$ cat src/rtl/signed_accumulator_pkg.sv
// Shared types and defaults for the signed accumulator and its flag generator.
package signed_accumulator_pkg;

  localparam int N_BITS_DEFAULT = 8;

  typedef enum logic [1:0] {
    OP_ADD   = 2'd0,
    OP_SUB   = 2'd1,
    OP_LOAD  = 2'd2,
    OP_CLEAR = 2'd3
  } op_t;

  typedef enum logic {
    EMPTY = 1'b0,
    FULL  = 1'b1
  } state_t;

endpackage

$ cat src/rtl/signed_accumulator_flag_gen.sv
// Combinational status flags for a signed N_BITS value.
module flag_gen #(
  parameter int N_BITS = 8
) (
  input  logic [N_BITS-1:0] value_i,
  output logic              is_negative_o,
  output logic              is_zero_o,
  output logic              is_even_o
);

  assign is_negative_o = value_i[N_BITS-1];
  assign is_zero_o     = (value_i == '0);
  assign is_even_o     = ~value_i[0];

endmodule

$ cat src/rtl/signed_accumulator.sv
// Registered signed accumulator with wrap/saturate arithmetic, overflow flags
// and a one-entry valid/ready output stage.
module signed_accumulator
  import signed_accumulator_pkg::*;
#(
  parameter int N_BITS      = N_BITS_DEFAULT,
  parameter bit SAT_DEFAULT = 1'b0
) (
  input  logic              clock,
  input  logic              reset,
  input  logic              in_valid,
  output logic              in_ready,
  input  logic [N_BITS-1:0] in_data,
  input  logic [1:0]        in_op,
  input  logic              sat_en,
  output logic              out_valid,
  input  logic              out_ready,
  output logic [N_BITS-1:0] acc,
  output logic              is_negative,
  output logic              is_zero,
  output logic              is_even,
  output logic              overflow,
  output logic              overflow_sticky
);

  localparam logic [N_BITS-1:0] AccMax = {1'b0, {(N_BITS-1){1'b1}}};
  localparam logic [N_BITS-1:0] AccMin = {1'b1, {(N_BITS-1){1'b0}}};

  state_t            state_q, state_d;
  logic [N_BITS-1:0] acc_q, acc_d;
  logic              ovf_q, ovf_d;
  logic              sticky_q, sticky_d;
  logic              isNeg_q, isZero_q, isEven_q;
  logic              isNeg_d, isZero_d, isEven_d;

  op_t               op;
  logic              accept;
  logic              satSel;
  logic              ovfDet;
  logic [N_BITS:0]   wide;
  logic [N_BITS:0]   accExt;
  logic [N_BITS:0]   dataExt;

  assign op       = op_t'(in_op);
  assign in_ready = (state_q == EMPTY) || out_ready;
  assign accept   = in_valid && in_ready;
  // sat_en only matters on an accepting edge; otherwise fall back to the build default
  assign satSel   = accept ? sat_en : SAT_DEFAULT;

  assign accExt  = {acc_q[N_BITS-1], acc_q};
  assign dataExt = {in_data[N_BITS-1], in_data};

  // Next accumulator and overflow state; holds unless a beat is accepted.
  always_comb begin
    wide     = '0;
    ovfDet   = 1'b0;
    acc_d    = acc_q;
    ovf_d    = ovf_q;
    sticky_d = sticky_q;
    if (accept) begin
      case (op)
        OP_ADD, OP_SUB: begin
          wide   = (op == OP_ADD) ? (accExt + dataExt) : (accExt - dataExt);
          ovfDet = wide[N_BITS] ^ wide[N_BITS-1];
          if (ovfDet && satSel) begin
            acc_d = wide[N_BITS] ? AccMin : AccMax;
          end else begin
            acc_d = wide[N_BITS-1:0];
          end
          ovf_d    = ovfDet;
          sticky_d = sticky_q | ovfDet;
        end
        OP_LOAD: begin
          acc_d    = in_data;
          ovf_d    = 1'b0;
          sticky_d = 1'b0;
        end
        default: begin
          acc_d    = '0;
          ovf_d    = 1'b0;
          sticky_d = 1'b0;
        end
      endcase
    end
  end

  flag_gen #(.N_BITS(N_BITS)) u_flag_gen (
    .value_i       (acc_d),
    .is_negative_o (isNeg_d),
    .is_zero_o     (isZero_d),
    .is_even_o     (isEven_d)
  );

  // Output stage: a FULL slot is refilled in the same cycle it drains.
  always_comb begin
    state_d = state_q;
    case (state_q)
      EMPTY:   if (accept) state_d = FULL;
      FULL:    if (out_ready && !accept) state_d = EMPTY;
      default: state_d = EMPTY;
    endcase
  end

  always_ff @(posedge clock or posedge reset) begin
    if (reset) begin
      state_q  <= EMPTY;
      acc_q    <= '0;
      ovf_q    <= 1'b0;
      sticky_q <= 1'b0;
      isNeg_q  <= 1'b0;
      isZero_q <= 1'b1;
      isEven_q <= 1'b1;
    end else begin
      state_q  <= state_d;
      acc_q    <= acc_d;
      ovf_q    <= ovf_d;
      sticky_q <= sticky_d;
      isNeg_q  <= isNeg_d;
      isZero_q <= isZero_d;
      isEven_q <= isEven_d;
    end
  end

  assign out_valid       = (state_q == FULL);
  assign acc             = acc_q;
  assign is_negative     = isNeg_q;
  assign is_zero         = isZero_q;
  assign is_even         = isEven_q;
  assign overflow        = ovf_q;
  assign overflow_sticky = sticky_q;

endmodule

$ cat config.mk
export PLATFORM = sky130hd
export DESIGN_NAME = signed_accumulator
export DESIGN_NICKNAME = d
export VERILOG_FILES = /design/src/rtl/signed_accumulator_pkg.sv /design/src/rtl/signed_accumulator_flag_gen.sv /design/src/rtl/signed_accumulator.sv
export SDC_FILE = /design/constraint.sdc
export NUM_CORES = 1
export LEC_CHECK = 0
export BUFFER_PORTS_ARGS = -buffer_cell sky130_fd_sc_hd__buf_2
export CAP_MARGIN = 20
export CORE_UTILIZATION = 58
export DETAILED_ROUTE_END_ITERATION = 12
export HOLD_SLACK_MARGIN = 0.06
export PLACE_DENSITY = 0.88
export SKIP_CTS_REPAIR_TIMING = 1
export SLEW_MARGIN = 20
export SYNTH_ARGS = -nofsm -noshare
export SYNTH_HDL_FRONTEND = slang
export SYNTH_SLANG_ARGS = --single-unit
$ cat constraint.sdc
create_clock -name clock -period 8 [get_ports clock]
set_input_delay 1.2 -clock clock [delete_from_list [all_inputs] [get_ports clock]]
set_output_delay 1.2 -clock clock [all_outputs]
set_load 0.005 [all_outputs]
## Yosys cells after proc, flatten, opt, wreduce, memory -nomap -nowiden

Cells that the tools add are included.

- Output and inout port bits: 15
- Word-level logic and storage cells: 34
- Bits in registers: 14
- Input port bits: 15

- Muxes and demuxes: 11
- Bitwise gates (word level): 4
- $add $sub $neg: 2
- Reduce and logical (&&, ||, !) cells: 8
- Equal/unequal tests: 2

Operators with widths:

| operator | number |
|---|---|
| two-way mux 8 bit | 3 |
| one-hot mux 8 bit (2 select lines) | 1 |
| adder 8 x 8 -> 9 bit | 1 |
| two-way mux 9 bit | 1 |
| subtractor 8 x 8 -> 9 bit | 1 |
| zero test 8 bit | 1 |
| two-way mux 1 bit | 5 |
| logical AND 1 bit | 3 |
| == test 2 x 1 -> 1 bit (second input constant) | 1 |
| == test 2 bit (second input constant) | 1 |
| zero test 2 bit | 1 |
| NOT 1 bit | 2 |
| one-hot mux 1 bit (2 select lines) | 1 |
| OR reduction 2 bit | 1 |
| zero test 1 bit | 1 |
| logical OR 1 bit | 1 |
| bitwise OR 1 bit | 1 |
| XOR 1 bit | 1 |

## Logic depth before layout (Yosys ltp)

Gate-level depths: netlist of run 1.

- Word-level depth: 9
- Mapped depth: 15
- Depth with buffers taken out: 13

## Hierarchy

Synthesis of run 1 repeated with hierarchy kept, for this count alone.

- Cells, all modules: 154
- Area total of the unflattened synthesis: 1,373.8 sq um

By module, submodules not included:

| module | seq. area each (sq um) | times used | cells each | area an instance (sq um) |
|---|---|---|---|---|
| signed_accumulator | 352.8 | 1 | 149 | 1,343.8 |
| flag_gen | 0.0 | 1 | 5 | 30.0 |

## Worst setup path after synthesis of run 1

OpenSTA, ideal clock, no wires.

- Path type: input -> register
- Start: input in_op[1]
- End: register isZero_q, in the netlist is_zero
- Setup slack: 3.685 ns
- Data required time: 7.910 ns
- Arrival time: 4.225 ns
- Path buffers: 1
- Stages: 12
- Setup time: 0.090 ns
- Cell sequence: clkbuf_1 -> nor2_1 -> mux2_2 -> fa_1 -> a211oi_1 -> o21ai_1 -> a41oi_1 -> xnor2_2 -> nor3_1 -> o22a_1 -> or3_1 -> nor4_2

- Cells in the longest elaborated chain, start to end: 8
- Elaborated cells between the ends (all ways): 12
- Classes of those cells: eq/ne: 2; mux: 5; bitwise: 1; reduce/logical: 4

RTL lines:

| element | line | text |
|---|---|---|
| from (decl) | signed_accumulator.sv:14 | `input logic [1:0] in_op,` |
| zero test 2 bit | n/a |  |
| two-way mux 9 bit | signed_accumulator.sv:63 | `wide = (op == OP_ADD) ? (accExt + dataExt) : (accExt - dataExt);` |
| XOR 1 bit | signed_accumulator.sv:64 | `ovfDet = wide[N_BITS] ^ wide[N_BITS-1];` |
| logical AND 1 bit | signed_accumulator.sv:65 | `if (ovfDet && satSel) begin` |
| two-way mux 8 bit | signed_accumulator.sv:65 |  |
| one-hot mux 8 bit (2 select lines) * | signed_accumulator.sv:61 | `case (op)` |
| two-way mux 8 bit * | signed_accumulator.sv:60 | `if (accept) begin` |
| via acc_d[0] | signed_accumulator.sv:30 | `logic [N_BITS-1:0] acc_q, acc_d;` |
| zero test 8 bit * | signed_accumulator_flag_gen.sv:12 | `assign is_zero_o = (value_i == '0);` |
| via isZero_d | signed_accumulator.sv:34 | `logic isNeg_d, isZero_d, isEven_d;` |
| to (signal assigned) | signed_accumulator.sv:119 | `isZero_q <= isZero_d;` |
| to (decl) | signed_accumulator.sv:33 | `logic isNeg_q, isZero_q, isEven_q;` |

The timed path passes the listed nets; every way through them passes the cells marked *.
A chain may end at the register's enable or synchronous reset.

## Final worst setup path of run 1

Same ends and word-level chain as after synthesis.

==> reports/metrics.csv, run 1 <==
stage,metric,value,unit
run_status,status,finished clean,
timing,crit path time final,4413,ps
critical_path,Critical Path AT,4610,ps
synth,register area share after synthesis,0.2401,
timing,Final Max Tran Viols,0,
drt,1st-pass router iterations,4,
drt,Via-to-Cell Ratio,6.260,
timing,Fin. Hold Viols,0,
job,Max Cap Viol,0,
critical_path,CP max FO,16,
critical_path,critical-path cell list,"buf_2, nor2_1, mux2_2, fa_1, a211oi_1, o21ai_1, a41oi_1, xnor2_2, nor3_1, o22a_1, or3_1, nor4_2",
pwr,Pleak,0.7056,nW
synth,Synth Area per Inst,8.030,um^2
grt,vias in the first global route,1248,
synth,Post-synth top flop,dfrtp_1,
critical_path,Worst Setup SP,in_op[1],
synth,"count leader, synth",a21oi_1,
grt,initial antenna violation count,0,
final_layout,register area,327.8,um^2
drt,DR iter-0 viols,68,
clock_network,number of CTS-inserted buffers,3,
clock_network,maximum clock path buffer count,2,
critical_path,reg2reg end,is_zero,
final_layout,Layout fillers,172,
die,num rows,17,
die,io pins,30,
placed_design,gpl congestion,0.9041,
critical_path,Startpoint Class,primary input,
synth,"FF+latch count, synth",13,
final_layout,layout cell share with drive strength beyond 1,0.2154,
synth,Cells after Synth,170,
die,Die Ht,50.52,um
synth,post-synthesis cell type count,48,
drt,antenna-violating nets left,0,
critical_path,type of element capturing the critical path,flop,
die,Initial Utilization,0.6171,
drt,DRC,0,
synth,netlist area before placement,1365,um^2
hold_path,HP Class,flop to flop,
timing,Max Fclk,226.6,MHz
pwr,Power Density,384.4,nW/um^2
critical_path,worst path bufs/invs,1,
synth,Yosys top cell by area,dfrtp_1,
clock_network,Clock Latency Late Sink,290,ps
critical_path,"slowest stage delay, CP",460,ps
critical_path,Worst EP required,8190,ps
clock_network,H-tree depth,1,
critical_path,CP top delay family,simple AND/OR/NAND/NOR gates,
grt,GRT Overall Usage,0.3047,
timing,TNS Setup,0,ps
timing,Clock Skew,11.04,ps
synth,post-synth net total,195,
final_layout,fin cells,223,
grt,global-route wire length before repair,5.878,mm
die,die width,50.52,um
pwr,Max VDD drop,0.2363,mV
drt,DRT Wirelength,3.584,mm
critical_path,R2R setup slack,4850,ps
die,Die ar.,2552,um^2
timing,period utilization,0.5516,
critical_path,worst r2r path cells,10,
placed_design,IO Port Bufs,29,
die,core area,2212,um^2
grt,GRT Residual Overflow,0,
final_layout,multi-input logic area,958.4,um^2
critical_path,Reg-to-Reg Start,acc[0],
clock_network,Worst-path clk slew,90,ps
placed_design,Placed Instances,219,
drt,vias post-DR,1396,
timing,Slew HR,0.6197,
grt,largest net degree at the start of global routing,19,
final_layout,area grow syn2layout,11.82,%
timing,transition time at the pin with the least slew margin,569.1,ps
synth,Post-synth top cells,"a21oi_1 (18), nand2_1 (13), nor2_1 (12)",
critical_path,Setup CP Type,primary input to flop,
timing,RSZ-0062 raised after global routing,false,
synth,post-synth top area share,0.2016,
final_layout,Nets,221,
synth,Post-synth EDFFs,0,
clock_network,CTS Sinks,13,
synth,synth warn,0,
timing,final setup vio count,0,
placed_design,Post-DP HPWL,2.849,mm
critical_path,Crit path depth,12,
final_layout,n_diodes,0,
synth,Synth async-reset ratio,1.000,
critical_path,slowest CP cell,fa_1,
critical_path,worst setup path end,is_zero,
clock_network,Root Buffer,clkbuf_4,
synth,synth top area cells,"dfrtp_1 (20%), ha_1 (8.2%), a21oi_1 (6.6%)",
clock_network,CTS tree,done,
drt,WL/cell,16.07,um
## layout by cell type (no fill, tap or decap), drive strengths merged, types with 3 or more instances in the layout
| cell type | count |
|---|---|
| a211oi | 3 |
| a21o | 4 |
| a21oi | 18 |
| a31oi | 4 |
| buf | 29 |
| clkbuf | 4 |
| dfrtp | 11 |
| ha | 9 |
| inv | 9 |
| nand2 | 13 |
| nand2b | 4 |
| nand3 | 3 |
| nor2 | 12 |
| nor2b | 3 |
| nor3 | 8 |
| nor4 | 4 |
| o21ai | 12 |
| xnor2 | 7 |
| xor2 | 7 |
## cell families (layout without fill, tap and decap cells)
kind of cell,Yosys count,count (layout),synth area share
AO/OA/AOI/OAI,58,58,0.2722
XOR/XNOR,14,14,0.09533
adder cells (fa/ha/maj),10,10,0.09716
buffers and inverters,17,42,0.05774
flip-flops,13,13,0.2401
multiplexers,3,3,0.02291
AND/OR/NAND/NOR,55,55,0.2145
## power by group
part	total, W	switching, W	internal [W]
Clock	0.0000418	0.0000224	0.0000194
Sequential	0.000120	0.0000271	0.0000932
Combinational	0.000425	0.000250	0.000175
Total	0.000587	0.000299	0.000287
## stage by stage
| stage | hold slack, ps | cell area [um^2] | util | setup WS [ps] | total power [W] |
|---|---|---|---|---|---|
| after floorplan | 498.3 | 1365 | - | 3685 | 0.0004425 |
| after global routing | 563.0 | 1526 | 0.6900 | 3398 | 0.0006360 |
| after global placement | 494.1 | 1500 | 0.6782 | 3547 | 0.0005183 |
| after CTS | 517.5 | 1526 | 0.6900 | 3642 | 0.0005780 |
| final | 517.6 | 1526 | 0.6900 | 3587 | 0.0005867 |
| after detailed placement | 493.7 | 1500 | 0.6782 | 3347 | 0.0005352 |
## sequential cells by signal, summed over array words and instances, names as in the netlist
name	flops
is_zero	1
acc	8
overflow	1
out_valid	1
is_even	1
overflow_sticky	1
## how the worst min path moves through the flow
| stage | to | startpoint | slack [ps] | cells past startpoint |
|---|---|---|---|---|
| 4_1_cts | overflow | overflow | 520 | 1 |
| 3_3_place_gp | overflow | overflow | 490 | 1 |
| 2_1_floorplan | overflow | overflow | 500 | 1 |
| 6_report | overflow | overflow | 520 | 1 |
| 3_5_place_dp | overflow | overflow | 490 | 1 |
| 5_1_grt | overflow | overflow | 560 | 1 |
## routing by layer
metal  track usage  wire length, um  share of wire  up-vias
li1              -                -              -      672
met1        0.3974             1477           0.41      630
met2        0.5133             1720           0.48       85
met3       0.06364              319          0.089        9
met4       0.06944               65          0.018        0
met5             0                0              0        -
## worst reg2reg max path: stages, from the launching register on
cell      delay (ps)
dfrtp_1          410
ha_1             240
fa_1             440
a211oi_1         310
o21ai_1          150
a41oi_1          320
xnor2_2          250
nor3_1           100
o22a_1           210
or3_1            390
nor4_2           240
## layout make-up
class | instances | area share
sequential | 13 | 0.2148
multi-input combinational | 140 | 0.6279
clock buffer | 4 | 0.01721
timing repair buffer | 29 | 0.09508
inverter | 9 | 0.02213
tap | 28 | 0.02295
No activity file was read; power rests on OpenSTA's default activity.
==> run 2: changes to the inputs <==
- ABC_AREA: not set -> 1
- CORE_UTILIZATION: 58 -> 49
- PLACE_DENSITY: 0.88 -> 0.8
- clock period: 8 -> 3.95 ns (I/O delays scaled with it)
==> reports/metrics.csv, run 2 <==
stage,metric,value,unit
drt,Routed met3 length,100,um
placed_design,IO Port Bufs,29,
die,Initial Utilization,0.5324,
synth,post-synth top area share,0.2031,
die,num rows,18,
critical_path,type of element capturing the critical path,flop,
die,Die Ht,54.59,um
final_layout,layout cell share with drive strength beyond 1,0.3144,
final_layout,n_diodes,0,
final_layout,"commonest cells after routing, fill and taps aside","nand2_1 (55), buf_2 (29), inv_1 (24), a21oi_1 (16), nand2_2 (12)",
clock_network,number of CTS-inserted buffers,3,
timing,Final Max Tran Viols,0,
pwr,Tot Pwr,0.0007799,W
synth,Yosys top cell by area,dfrtp_1,
die,Die ar.,2980,um^2
critical_path,Startpoint Class,primary input,
drt,DRT Wirelength,2.913,mm
grt,initial antenna violation count,0,
clock_network,CTS tree,done,
final_layout,area grow syn2layout,14.59,%
synth,register area share after synthesis,0.2419,
timing,final setup vio count,0,
synth,synth top area cells,"dfrtp_1 (20%), nand2_1 (15%), ha_1 (8.3%)",
synth,Synth Area per Inst,6.844,um^2
synth,post-synthesis cell type count,32,
clock_network,Clock Latency Late Sink,270,ps
run_status,status,finished clean,
drt,1st-pass router iterations,4,
clock_network,CTS Sinks,13,
hold_path,HP Class,primary input to asynchronous set/reset pin,
die,core area,2545,um^2
synth,post-synth net total,223,
drt,WL/cell,11.25,um
timing,transition time at the pin with the least slew margin,482.2,ps
final_layout,max reg flops,8,
clock_network,H-tree depth,1,
placed_design,Post-DP HPWL,2.449,mm
final_layout,Nets,255,
job,Max Cap Viol,0,
timing,crit path time final,2955,ps
synth,netlist area before placement,1355,um^2
die,die width,54.59,um
pwr,Power Density,502.2,nW/um^2
synth,"FF+latch count, synth",13,
timing,TNS Setup,0,ps
drt,Via-to-Cell Ratio,4.942,
drt,antenna-violating nets left,0,
placed_design,DP Area,1526,um^2
synth,Post-synth top cells,"nand2_1 (55), inv_1 (24), a21oi_1 (16)",
timing,Clock Skew,1.940,ps
clock_network,Worst-path clk slew,70,ps
drt,met1 wire length,1.430,mm
grt,GRT Residual Overflow,0,
drt,vias post-DR,1280,
synth,Cells after Synth,198,
final_layout,"most common cell after layout, fill and taps aside",nand2_1,
synth,synth warn,0,
timing,Max Fclk,338.4,MHz
clock_network,maximum clock path buffer count,2,
drt,DR top layer,met4,
synth,"count leader, synth",nand2_1,
die,io pins,30,
grt,largest net degree at the start of global routing,14,
timing,RSZ-0062 raised after global routing,false,
synth,Synth async-reset ratio,1.000,
grt,GRT Overall Usage,0.2307,
timing,Slew HR,0.6773,
drt,DRC,0,
pwr,Pleak,0.8779,nW
critical_path,CP max FO,7,
grt,global-route wire length before repair,4.843,mm
synth,Post-synth EDFFs,0,
grt,vias in the first global route,1147,
critical_path,Setup CP Type,primary input to flop,
critical_path,Critical Path AT,3170,ps
critical_path,Worst EP required,4160,ps
synth,Post-synth top flop,dfrtp_1,
timing,period utilization,0.7482,
drt,metal2 WL,1.322,mm
timing,Fin. Hold Viols,0,
final_layout,"Design Area, Final",1553,um^2
clock_network,Root Buffer,clkbuf_4,
placed_design,gpl congestion,0.8898,
drt,DR iter-0 viols,34,
pwr,Max VDD drop,0.3322,mV
run 2: cell count changes after synthesis, sizes merged, moves of 4 or more:
cell,change
xnor2,-6
nor3,-5
nand2b,-4
clkbuf,-4
nand3,+11
o21ai,-10
or2,+5
inv,+23
nand2,+54
run 2: critical path, cell delays in order:
cell and delay, ps:
buf_2 140, nor4_1 420, a21oi_1 160, xor2_1 180, ha_1 340, nand2_1 120
inv_1 50, nand2_1 80, nand2_1 50, a21oi_1 140, nand3_2 140, nand2_2 100
nand2_2 70, nand3_4 90, nand2_1 60, nand2_1 50, nand2_1 40, nand2_1 80
nand2_1 50, inv_1 50, nand2_1 60, nor2_2 100
run 2: report_power, final:
part | internal, W | switching [W]
clock | 0.0000391 | 0.0000383
sequential | 0.000171 | 0.0000331
combinational | 0.000200 | 0.000298
run 2: cells by family (layout without fill, tap and decap cells):
| logic type | count (synthesis) | count (layout) | share of synthesized area |
|---|---|---|---|
| and+or+nand+nor | 107 | 107 | 0.3971 |
| buffers and inverters | 34 | 65 | 0.09881 |
| AOI/OAI and AO/OA | 24 | 24 | 0.09974 |
| DFF | 13 | 13 | 0.2419 |
| adders and majority gates | 10 | 10 | 0.09788 |
| xor gates and xnor gates | 10 | 10 | 0.06464 |
run 2: final timing paths:
kind | startpoint | slack, ps | cells after the start | end
max | in_data[2] | 990 | 22 | is_zero
min | reset | 320 | 2 | acc[4]
max reg2reg | acc[0] | 1570 | 17 | is_zero
min reg2reg | overflow | 480 | 2 | overflow
max in group asynchronous | reset | 3290 | 2 | is_even
min in group clock | overflow | 480 | 2 | overflow
run 2: layer usage:
metal | up-vias | track usage
met3 | 6 | 0.008333
met1 | 555 | 0.3128
met2 | 30 | 0.3655
met5 | - | 0
met4 | 0 | 0.1282
li1 | 689 | -
run 2: final cells by class:
| type | instances | area, um^2 |
|---|---|---|
| sequential | 13 | 327.8 |
| multi-input combinational | 151 | 893.4 |
| clock buffer | 4 | 26.28 |
| inverter | 32 | 122.6 |
| fill | 250 | 992.2 |
| tap | 30 | 37.54 |
| timing repair buffer | 29 | 145.1 |
run 2: per-stage QoR:
step,util,hold slack (ps),setup WS [ps],instances
floorplan,-,468.0,1200,198
finish,0.6101,321.5,994.5,259
detailed placement,0.5998,466.1,748.9,255
global route,0.6101,362.1,707.9,259
CTS,0.6101,327.2,1030,259
global placement,0.5998,462.9,767.3,255
